[config.mk]
export PLATFORM = sky130hd
export DESIGN_NAME = dmi_arbiter_flat
export DESIGN_NICKNAME = d
export VERILOG_FILES = /design/src/rtl/dm_pkg.sv /design/src/rtl/dmi_arbiter_pkg.sv /design/src/rtl/dmi_arbiter_if.sv /design/src/rtl/dmi_arbiter_rr_pick.sv /design/src/rtl/dmi_arbiter.sv /design/src/flat_wrapper.sv
export SDC_FILE = /design/constraint.sdc
export NUM_CORES = 1
export LEC_CHECK = 0
export ABC_AREA = 1
export CORE_AREA = 2 2 92 94
export DETAILED_ROUTE_END_ITERATION = 7
export DIE_AREA = 0 0 94 96
export PLACE_DENSITY = 0.85
export SKIP_CTS_REPAIR_TIMING = 1
export SLEW_MARGIN = 20
export SYNTH_ARGS = -nofsm -noshare
export SYNTH_HDL_FRONTEND = slang
export SYNTH_HIERARCHICAL = 1
export SYNTH_SLANG_ARGS = --single-unit
[constraint.sdc]
create_clock -name clk_i -period 2.5 [get_ports clk_i]
set_input_delay 0.25 -clock clk_i [delete_from_list [all_inputs] [get_ports clk_i]]
set_output_delay 0.25 -clock clk_i [all_outputs]
set_load 0.005 [all_outputs]
[src/rtl/dm_pkg.sv]
// Shared Debug Module interface types: DMI request/response payloads and the
// DTM operation encoding. The arbiter only carries these; it never decodes them.
package dm;

    typedef enum logic [1:0] {
        DTM_NOP   = 2'h0,
        DTM_READ  = 2'h1,
        DTM_WRITE = 2'h2
    } dtm_op_e;

    localparam logic [1:0] DTM_SUCCESS = 2'h0;

    typedef struct packed {
        logic [6:0]  addr;
        dtm_op_e     op;
        logic [31:0] data;
    } dmi_req_t;

    typedef struct packed {
        logic [31:0] data;
        logic [1:0]  resp;
    } dmi_resp_t;

endpackage

[src/rtl/dmi_arbiter_pkg.sv]
// Helpers shared by the DMI arbiter and its round-robin picker.
package dmi_arbiter_pkg;

    // Modular add for indices already below n: (a + b) mod n without a divider.
    function automatic int unsigned wrap_add(int unsigned a, int unsigned b, int unsigned n);
        int unsigned sum;
        sum = a + b;
        return (sum >= n) ? (sum - n) : sum;
    endfunction

endpackage

[src/rtl/dmi_arbiter_if.sv]
// Bundles the upstream (NumReq masters) and downstream (DM slave port) DMI
// handshakes seen by the arbiter. "slave" is the arbiter's view, "master" is
// the view of the surrounding masters plus Debug Module.
interface dmi_arbiter_if #(
    parameter int NumReq = 2
);
    // upstream side
    logic [NumReq-1:0]                clear_i;
    dm::dmi_req_t [NumReq-1:0]        req_i;
    logic [NumReq-1:0]                req_valid_i;
    logic [NumReq-1:0]                req_ready_o;
    dm::dmi_resp_t [NumReq-1:0]       resp_o;
    logic [NumReq-1:0]                resp_valid_o;
    logic [NumReq-1:0]                resp_ready_i;
    // downstream side
    dm::dmi_req_t                     dmi_req_o;
    logic                             dmi_req_valid_o;
    logic                             dmi_req_ready_i;
    dm::dmi_resp_t                    dmi_resp_i;
    logic                             dmi_resp_valid_i;
    logic                             dmi_resp_ready_o;

    modport slave (
        input  clear_i, req_i, req_valid_i, resp_ready_i,
               dmi_req_ready_i, dmi_resp_i, dmi_resp_valid_i,
        output req_ready_o, resp_o, resp_valid_o,
               dmi_req_o, dmi_req_valid_o, dmi_resp_ready_o
    );

    modport master (
        output clear_i, req_i, req_valid_i, resp_ready_i,
               dmi_req_ready_i, dmi_resp_i, dmi_resp_valid_i,
        input  req_ready_o, resp_o, resp_valid_o,
               dmi_req_o, dmi_req_valid_o, dmi_resp_ready_o
    );
endinterface

[src/rtl/dmi_arbiter_rr_pick.sv]
// Combinational circular priority picker: returns the first set bit of
// `eligible` at or after `ptr`, wrapping from NumReq-1 back to 0.
module rr_pick
    import dmi_arbiter_pkg::*;
#(
    parameter int NumReq = 2,
    parameter int IdxW   = $clog2(NumReq)
) (
    input  logic [NumReq-1:0] eligible,
    input  logic [IdxW-1:0]   ptr,
    output logic [IdxW-1:0]   idx,
    output logic              found
);
    // rot[k] is the eligibility of the master k positions after ptr
    logic [NumReq-1:0] rot;
    logic [IdxW-1:0]   cand [NumReq];

    generate
        for (genvar gi = 0; gi < NumReq; gi++) begin : g_rot
            assign cand[gi] = IdxW'(wrap_add(32'(ptr), 32'(gi), NumReq));
            assign rot[gi]  = eligible[cand[gi]];
        end
    endgenerate

    // Scan from the far end so the closest eligible master overrides the rest.
    always_comb begin
        idx   = '0;
        found = 1'b0;
        for (int i = NumReq - 1; i >= 0; i--) begin
            if (rot[i]) begin
                idx   = cand[i];
                found = 1'b1;
            end
        end
    end
endmodule

[src/rtl/dmi_arbiter.sv]
// Round-robin arbiter sharing one DMI slave port among NumReq DMI masters.
// One transaction outstanding at a time; the grant is locked from request
// acceptance until the downstream response handshake.
module dmi_arbiter
    import dm::*;
    import dmi_arbiter_pkg::*;
#(
    parameter int NumReq = 2,
    parameter int IdxW   = $clog2(NumReq)
) (
    input logic          clk_i,
    input logic          rst_i,
    dmi_arbiter_if.slave bus
);
    typedef enum logic [1:0] {
        IDLE = 2'd0,
        REQ  = 2'd1,
        RESP = 2'd2
    } arb_state_e;

    arb_state_e      state_reg;
    logic [IdxW-1:0] rr_ptr_reg;
    logic [IdxW-1:0] owner_reg;
    logic            drop_reg;
    logic            dmi_req_valid_reg;
    dmi_req_t        req_reg;

    logic [NumReq-1:0] eligible;
    logic [IdxW-1:0]   pick_idx;
    logic              pick_found;
    logic              grant;
    logic              in_resp;
    logic              owner_clear;
    logic              drop_now;
    logic              resp_hs;

    assign eligible = bus.req_valid_i & ~bus.clear_i;

    rr_pick #(
        .NumReq (NumReq),
        .IdxW   (IdxW)
    ) u_pick (
        .eligible (eligible),
        .ptr      (rr_ptr_reg),
        .idx      (pick_idx),
        .found    (pick_found)
    );

    // Grant only in IDLE; reset masks the ready so nothing is accepted while
    // the arbiter is being cleared.
    assign grant       = (state_reg == IDLE) & pick_found & ~rst_i;
    assign in_resp     = (state_reg == RESP);
    assign owner_clear = bus.clear_i[owner_reg];
    // An owner clear arriving together with the response still drops it.
    assign drop_now    = drop_reg | owner_clear;

    assign bus.dmi_resp_ready_o = in_resp & (drop_now | bus.resp_ready_i[owner_reg]);
    assign resp_hs              = bus.dmi_resp_valid_i & bus.dmi_resp_ready_o;

    assign bus.dmi_req_o       = req_reg;
    assign bus.dmi_req_valid_o = dmi_req_valid_reg;

    generate
        for (genvar gi = 0; gi < NumReq; gi++) begin : g_lane
            assign bus.req_ready_o[gi]  = grant & (pick_idx == IdxW'(gi));
            assign bus.resp_o[gi]       = bus.dmi_resp_i;
            assign bus.resp_valid_o[gi] = in_resp & (owner_reg == IdxW'(gi))
                                        & bus.dmi_resp_valid_i & ~drop_now;
        end
    endgenerate

    // Arbitration FSM: accept in IDLE, hold the registered request in REQ,
    // route or swallow the response in RESP, then advance the pointer.
    always_ff @(posedge clk_i) begin
        if (rst_i) begin
            state_reg         <= IDLE;
            rr_ptr_reg        <= '0;
            owner_reg         <= '0;
            drop_reg          <= 1'b0;
            dmi_req_valid_reg <= 1'b0;
            req_reg           <= '0;
        end else begin
            unique case (state_reg)
                IDLE: begin
                    if (grant) begin
                        req_reg           <= bus.req_i[pick_idx];
                        owner_reg         <= pick_idx;
                        drop_reg          <= 1'b0;
                        dmi_req_valid_reg <= 1'b1;
                        state_reg         <= REQ;
                    end
                end
                REQ: begin
                    // Valid stays up even when aborted: the DM must see the
                    // transaction complete.
                    if (owner_clear) begin
                        drop_reg <= 1'b1;
                    end
                    if (bus.dmi_req_ready_i) begin
                        dmi_req_valid_reg <= 1'b0;
                        state_reg         <= RESP;
                    end
                end
                RESP: begin
                    if (owner_clear) begin
                        drop_reg <= 1'b1;
                    end
                    if (resp_hs) begin
                        rr_ptr_reg <= IdxW'(wrap_add(32'(owner_reg), 32'd1, NumReq));
                        state_reg  <= IDLE;
                    end
                end
                default: begin
                    state_reg <= IDLE;
                end
            endcase
        end
    end
endmodule

[src/flat_wrapper.sv]
// flat-port wrapper written by rule: the top's interface ports become plain ports
module dmi_arbiter_flat import dm::*; import dmi_arbiter_pkg::*;
#(
    parameter int NumReq = 2,
    parameter int IdxW   = $clog2(NumReq)
)
  (clk_i, rst_i, bus_clear_i, bus_req_i, bus_req_valid_i, bus_resp_ready_i, bus_dmi_req_ready_i, bus_dmi_resp_i, bus_dmi_resp_valid_i, bus_req_ready_o, bus_resp_o, bus_resp_valid_o, bus_dmi_req_o, bus_dmi_req_valid_o, bus_dmi_resp_ready_o);
  dmi_arbiter_if #(.NumReq(NumReq)) bus_i ();
  input logic clk_i;
  input logic rst_i;
  input wire logic [$bits(bus_i.clear_i)-1:0] bus_clear_i;
  input wire logic [$bits(bus_i.req_i)-1:0] bus_req_i;
  input wire logic [$bits(bus_i.req_valid_i)-1:0] bus_req_valid_i;
  input wire logic [$bits(bus_i.resp_ready_i)-1:0] bus_resp_ready_i;
  input wire logic [$bits(bus_i.dmi_req_ready_i)-1:0] bus_dmi_req_ready_i;
  input wire logic [$bits(bus_i.dmi_resp_i)-1:0] bus_dmi_resp_i;
  input wire logic [$bits(bus_i.dmi_resp_valid_i)-1:0] bus_dmi_resp_valid_i;
  output wire logic [$bits(bus_i.req_ready_o)-1:0] bus_req_ready_o;
  output wire logic [$bits(bus_i.resp_o)-1:0] bus_resp_o;
  output wire logic [$bits(bus_i.resp_valid_o)-1:0] bus_resp_valid_o;
  output wire logic [$bits(bus_i.dmi_req_o)-1:0] bus_dmi_req_o;
  output wire logic [$bits(bus_i.dmi_req_valid_o)-1:0] bus_dmi_req_valid_o;
  output wire logic [$bits(bus_i.dmi_resp_ready_o)-1:0] bus_dmi_resp_ready_o;
  assign bus_i.clear_i = bus_clear_i;
  assign bus_i.req_i = bus_req_i;
  assign bus_i.req_valid_i = bus_req_valid_i;
  assign bus_i.resp_ready_i = bus_resp_ready_i;
  assign bus_i.dmi_req_ready_i = bus_dmi_req_ready_i;
  assign bus_i.dmi_resp_i = bus_dmi_resp_i;
  assign bus_i.dmi_resp_valid_i = bus_dmi_resp_valid_i;
  assign bus_req_ready_o = bus_i.req_ready_o;
  assign bus_resp_o = bus_i.resp_o;
  assign bus_resp_valid_o = bus_i.resp_valid_o;
  assign bus_dmi_req_o = bus_i.dmi_req_o;
  assign bus_dmi_req_valid_o = bus_i.dmi_req_valid_o;
  assign bus_dmi_resp_ready_o = bus_i.dmi_resp_ready_o;
  dmi_arbiter #(.NumReq(NumReq), .IdxW(IdxW)) u_core (.clk_i(clk_i), .rst_i(rst_i), .bus(bus_i));
endmodule
# After elaboration in Yosys (flattened, before gate mapping)
# Cells that the tools add are included.
# Widths: inputs -> output; s select.
# word_totals
regBits	47
latch_bits	0
ramBits	0
romBits	0
out_inout_bits	115
elab_cells	82
n_memories	0
# op_classes
add_sub_neg	5
multipliers	0
div	0
magnitude_cmp	7
n_eq_ne	6
n_shift	0
mux	27
bitwise_logic	20
n_reduce_logical	9
# op_table
op	n
$mux 41	2
$mux 1	19
$and 1x1->1	12
$reduce_and 3->1	3
$lt 1x2->1 const B	4
$mux 2	3
$pmux 2 s3	1
$add 1x1->2 const B	2
$ge 2x2->1 const B	2
$ne 2x1->1 const B	2
$ne 2x2->1 const B	2
$not 1->1	4
$pmux 1 s2	2
$reduce_and 2->1	2
$reduce_bool 2->1	2
$sub 1x1->1 const B	3
$and 2x2->2	1
$eq 2x1->1 const B	1
$eq 2x2->1 const B	1
$ge 1x2->1 const B	1
$logic_not 2->1	1
$not 2->2	1
$or 1x1->1	2
$reduce_or 2->1	1

# Logic depth before layout (Yosys ltp)
# depth
ltp_word	11
depth_mapped	9
mapped_depth_nobuf	9

# Modules after synthesis
# Netlist, hierarchy kept.
# by_module_without_submodules
mod	instances	cells_each	area_each_um2
dmi_arbiter	1	352	2592.5
rr_pick	1	4	18.8

# Worst setup path before layout
# No wires, ideal clock.
# synth_path
path_type	register to output
startpoint	reg u_core.state_reg[0]
endpoint	out bus_req_ready_o[0]
arrival_ns	1.163
setup_slack_ns	1.087
stages_incl_launch_ff	6
path_buffers	1
cell_sequence	dfxtp_1 > inv_1 > ha_1 > nand3_4 > nor2_4 > buf_2
# synth_between
elab_chain_cells	4
# synth_lines
element	line_no	rtl
from (decl)	dmi_arbiter.sv:21	arb_state_e state_reg;
from (signal assigned)	dmi_arbiter.sv:76	state_reg <= IDLE;
from (signal assigned)	dmi_arbiter.sv:90	state_reg <= REQ;
from (signal assigned)	dmi_arbiter.sv:101	state_reg <= RESP;
$logic_not 2->1	dmi_arbiter.sv:51	assign grant = (state_reg == IDLE) & pick_found & ~rst_i;
$and 1x1->1 (2 in a row)	dmi_arbiter.sv:51	
$and 1x1->1	dmi_arbiter.sv:65	assign bus.req_ready_o[gi] = grant & (pick_idx == IdxW'(gi));
to (decl)	flat_wrapper.sv:18	output wire logic [$bits(bus_i.req_ready_o)-1:0] bus_req_ready_o;
# No other way between the ends.

# Worst setup path after layout
# layout_path
startpoint	reg u_core.state_reg[1]
endpoint	out bus_req_ready_o[1]
# Same word-level chain as after synthesis.

==> Flow_metrics.wiki <==
{| class="wikitable"
! Metric !! Value
|-
| Status || finished clean
|-
| Final standard cell count with taps included and fillers excluded || 526
|-
| Growth of design area from synthesis to finish || 39.7%
|-
| Placeable Area || 0.00805 sq mm
|-
| Iter 0 DRT Violations || 95
|-
| Num rows || 33
|-
| Clk pin slew, worst setup/hold paths || 0.08 ns
|-
| Post-synthesis share of cell area spent on full adders, half adders and majority gates || 0.0240
|-
| Post-layout nets || 552
|-
| Worst hold path cell count || 4
|-
| Seq/Total Area, Yosys || 0.360
|-
| Clock tree from TritonCTS || yes
|-
| Worst-margin pin slew || 0.503 ns
|-
| Layout Utilization || 0.453
|-
| Number of endpoints failing setup at the final stage || 0
|-
| Start point of the critical path || u_core/state_reg[1]
|-
| Gate Count Post-Synth || 356
|-
| Final Max Tran Viols || 0
|-
| Initial core utilization || 0.324
|-
| Antenna violations before repair || 0
|-
| Wire length per cell || 13.8 um
|-
| Arrival time worst endpoint || 1.90 ns
|-
| Critical Path RT || 2.25 ns
|-
| Critical Path End Type || output pin
|-
| Portion of the clock cycle consumed by the worst path in the final layout || 0.859
|-
| Setup repair after global routing missed its margin || false
|-
| Number of cells after detailed placement || 519
|-
| First-pass GRT wire length || 10.7 mm
|-
| Launching point of the worst reg2reg path || u_core/state_reg[0]
|-
| Synthesized area divided by synthesized cell count || 7.33 sq um
|-
| Buffers added on ports || 138
|-
| Detailed-routing iteration count for the pre-antenna-repair pass || 4
|-
| Setup slack, reg-to-reg || 0.57 ns
|-
| Xor and xnor area share after synthesis || 0
|-
| Number of vias per cell || 4.71
|-
| Worst reg2reg path depth || 7
|-
| Critical setup path kind || register to output pin
|-
| Ratio of total power to cell area || 568 mW/mm^2
|-
| Number of primary I/O pins || 241
|-
| Number of H-tree levels || 2
|-
| Fraction of the mapped netlist area in compound gates || 0.132
|-
| Final count of hold timing violations || 0
|-
| Via Count || 2476
|-
| Net count after synthesis || 487
|-
| Max cap viols || 0
|-
| Finished Cell Area || 0.00365 sq mm
|-
| Most common cell after layout, fill and taps aside || sky130_fd_sc_hd__clkdlybuf4s50_1
|-
| Flip-flop count of the largest register, all copies and words added || 41
|-
| Clock net sink count || 47
|-
| Highest-count cells in the layout ignoring fill and taps || sky130_fd_sc_hd__clkdlybuf4s50_1, sky130_fd_sc_hd__nand2_1, sky130_fd_sc_hd__dfxtp_1, sky130_fd_sc_hd__a31oi_1, sky130_fd_sc_hd__inv_1
|-
| Largest voltage drop on the vdd net || 0.236 mV
|-
| Residual DRC || 0
|-
| Combined area of the multi-input logic cells || 0.00100 sq mm
|-
| Worst Hold Class || primary input to register
|-
| Number of distinct library cells after synthesis || 23
|-
| Achievable Freq || 0.466 GHz
|-
| Post-route antenna net violation count || 0
|-
| DP Wirelength || 5.30 mm
|-
| GRT Util Overall || 0.148
|-
| Simple-gate portion of the synthesized area || 0.228
|-
| Wire length reported by the detailed router || 7.25 mm
|-
| Leakage component of the power || 1.29 nW
|-
| Highest fanout seen on the critical path || 4
|-
| Number of buffers added by the clock tree synthesis step || 5
|-
| Fin crit period || 2.15 ns
|-
| Antenna Cells || 0
|-
| Grt ovf || 0
|-
| Placed cell areas || 0.00356 sq mm
|-
| Reg area || 941 sq um
|-
| Global placer's final weighted congestion || 0.763
|-
| Syn Std Cell Area || 0.00261 sq mm
|-
| Pin count of the biggest net entering global routing || 44
|-
| Multiplexer share of the synthesized area || 0
|-
| Vias in the first global route || 2407
|-
| Worst slew margin || 0.665
|-
| Fraction of layout instances using a drive strength above 1 || 0.0428
|-
| Worst clock skew || 0.00693 ns
|-
| Clk buf depth || 2
|-
| Die Wd || 94 um
|-
| Clk Tree Root Cell || sky130_fd_sc_hd__clkbuf_8
|-
| Total negative slack for setup checks || 0 ns
|-
| Yosys warning count || 6
|-
| Number of synthesized register bits || 47
|-
| Fill count || 797
|-
| Die Y-Extent || 96 um
|-
| Largest family of logic cells by synthesized area || buffers and inverters
|-
| Launching element type of the critical path || register
|-
| Hold Startpoint || rst_i
|-
| Floorplan die area || 0.00902 sq mm
|-
| Insertion delay to the later sink of the worst-skew pair || 0.29 ns
|}
through the flow:
step           worst slack (ns)  total power [mW]  hold WS [ns]
3_5_place_dp              0.311              1.63         0.459
3_3_place_gp              0.391              1.60         0.453
5_1_grt                   0.216              2.19         0.289
4_1_cts                   0.331              2.10         0.271
2_1_floorplan              1.09              1.33         0.397
6_report                  0.353              2.07         0.280
Yosys cell counts, drive strengths merged:
cell type | n | area, sq um
buf | 78 | 571
a211oi | 1 | 7.51
nand3b | 1 | 7.51
nor2 | 6 | 37.5
nand2 | 129 | 484
nand2b | 1 | 6.26
nand3 | 5 | 37.5
inv | 18 | 70.1
a31oi | 38 | 238
nor3 | 2 | 10.0
dfxtp | 47 | 941
a21boi | 1 | 7.51
clkbuf | 7 | 26.3
ha | 5 | 62.6
a22oi | 5 | 42.5
or2 | 1 | 6.26
and2 | 1 | 6.26
a21oi | 10 | 50.1
area by class of cell:
type	count	share of cell area
Timing Repair Buffer	143	0.388
Multi-Input combinational cell	206	0.275
Sequential cell	47	0.258
Tap cell	105	0.0360
Clock buffer	6	0.0226
Inverter	18	0.0192
Clock inverter	1	0.00137
critical path, stage by stage (launching register included):
cell and delay, ns:
sky130_fd_sc_hd__dfxtp_1 0.33, sky130_fd_sc_hd__inv_1 0.13, sky130_fd_sc_hd__ha_1 0.33, sky130_fd_sc_hd__nand3_4 0.15
sky130_fd_sc_hd__nor2_4 0.11, sky130_fd_sc_hd__clkdlybuf4s50_1 0.57
final timing paths:
| path | to |
|---|---|
| setup / recovery | bus_req_ready_o[1] |
| hold / removal | u_core/state_reg[0] |
| setup reg to reg | u_core/state_reg[1] |
| hold reg to reg | u_core/rr_ptr_reg |
metal layers:
layer,global-route usage,wire (um)
met1,0.147,2740
met3,0.0626,707
met5,0,0
met2,0.274,3650
met4,0.0580,144
power breakdown:
part	total, mW	leakage (nW)	internal [mW]	switching (mW)
logic	0.712	0.858	0.393	0.319
clock network	0.460	0.0470	0.217	0.242
registers	0.899	0.383	0.842	0.0566
total	2.07	1.29	1.45	0.618
cell families (layout without fill, tap and decap cells):
kind of cell | after synthesis | in the layout
AND/OR/NAND/NOR | 146 | 146
adder cells (fa/ha/maj) | 5 | 5
buffers and inverters | 103 | 168
AO/OA/AOI/OAI | 55 | 55
flip-flops | 47 | 47
No activity file was read; power rests on OpenSTA's default activity.
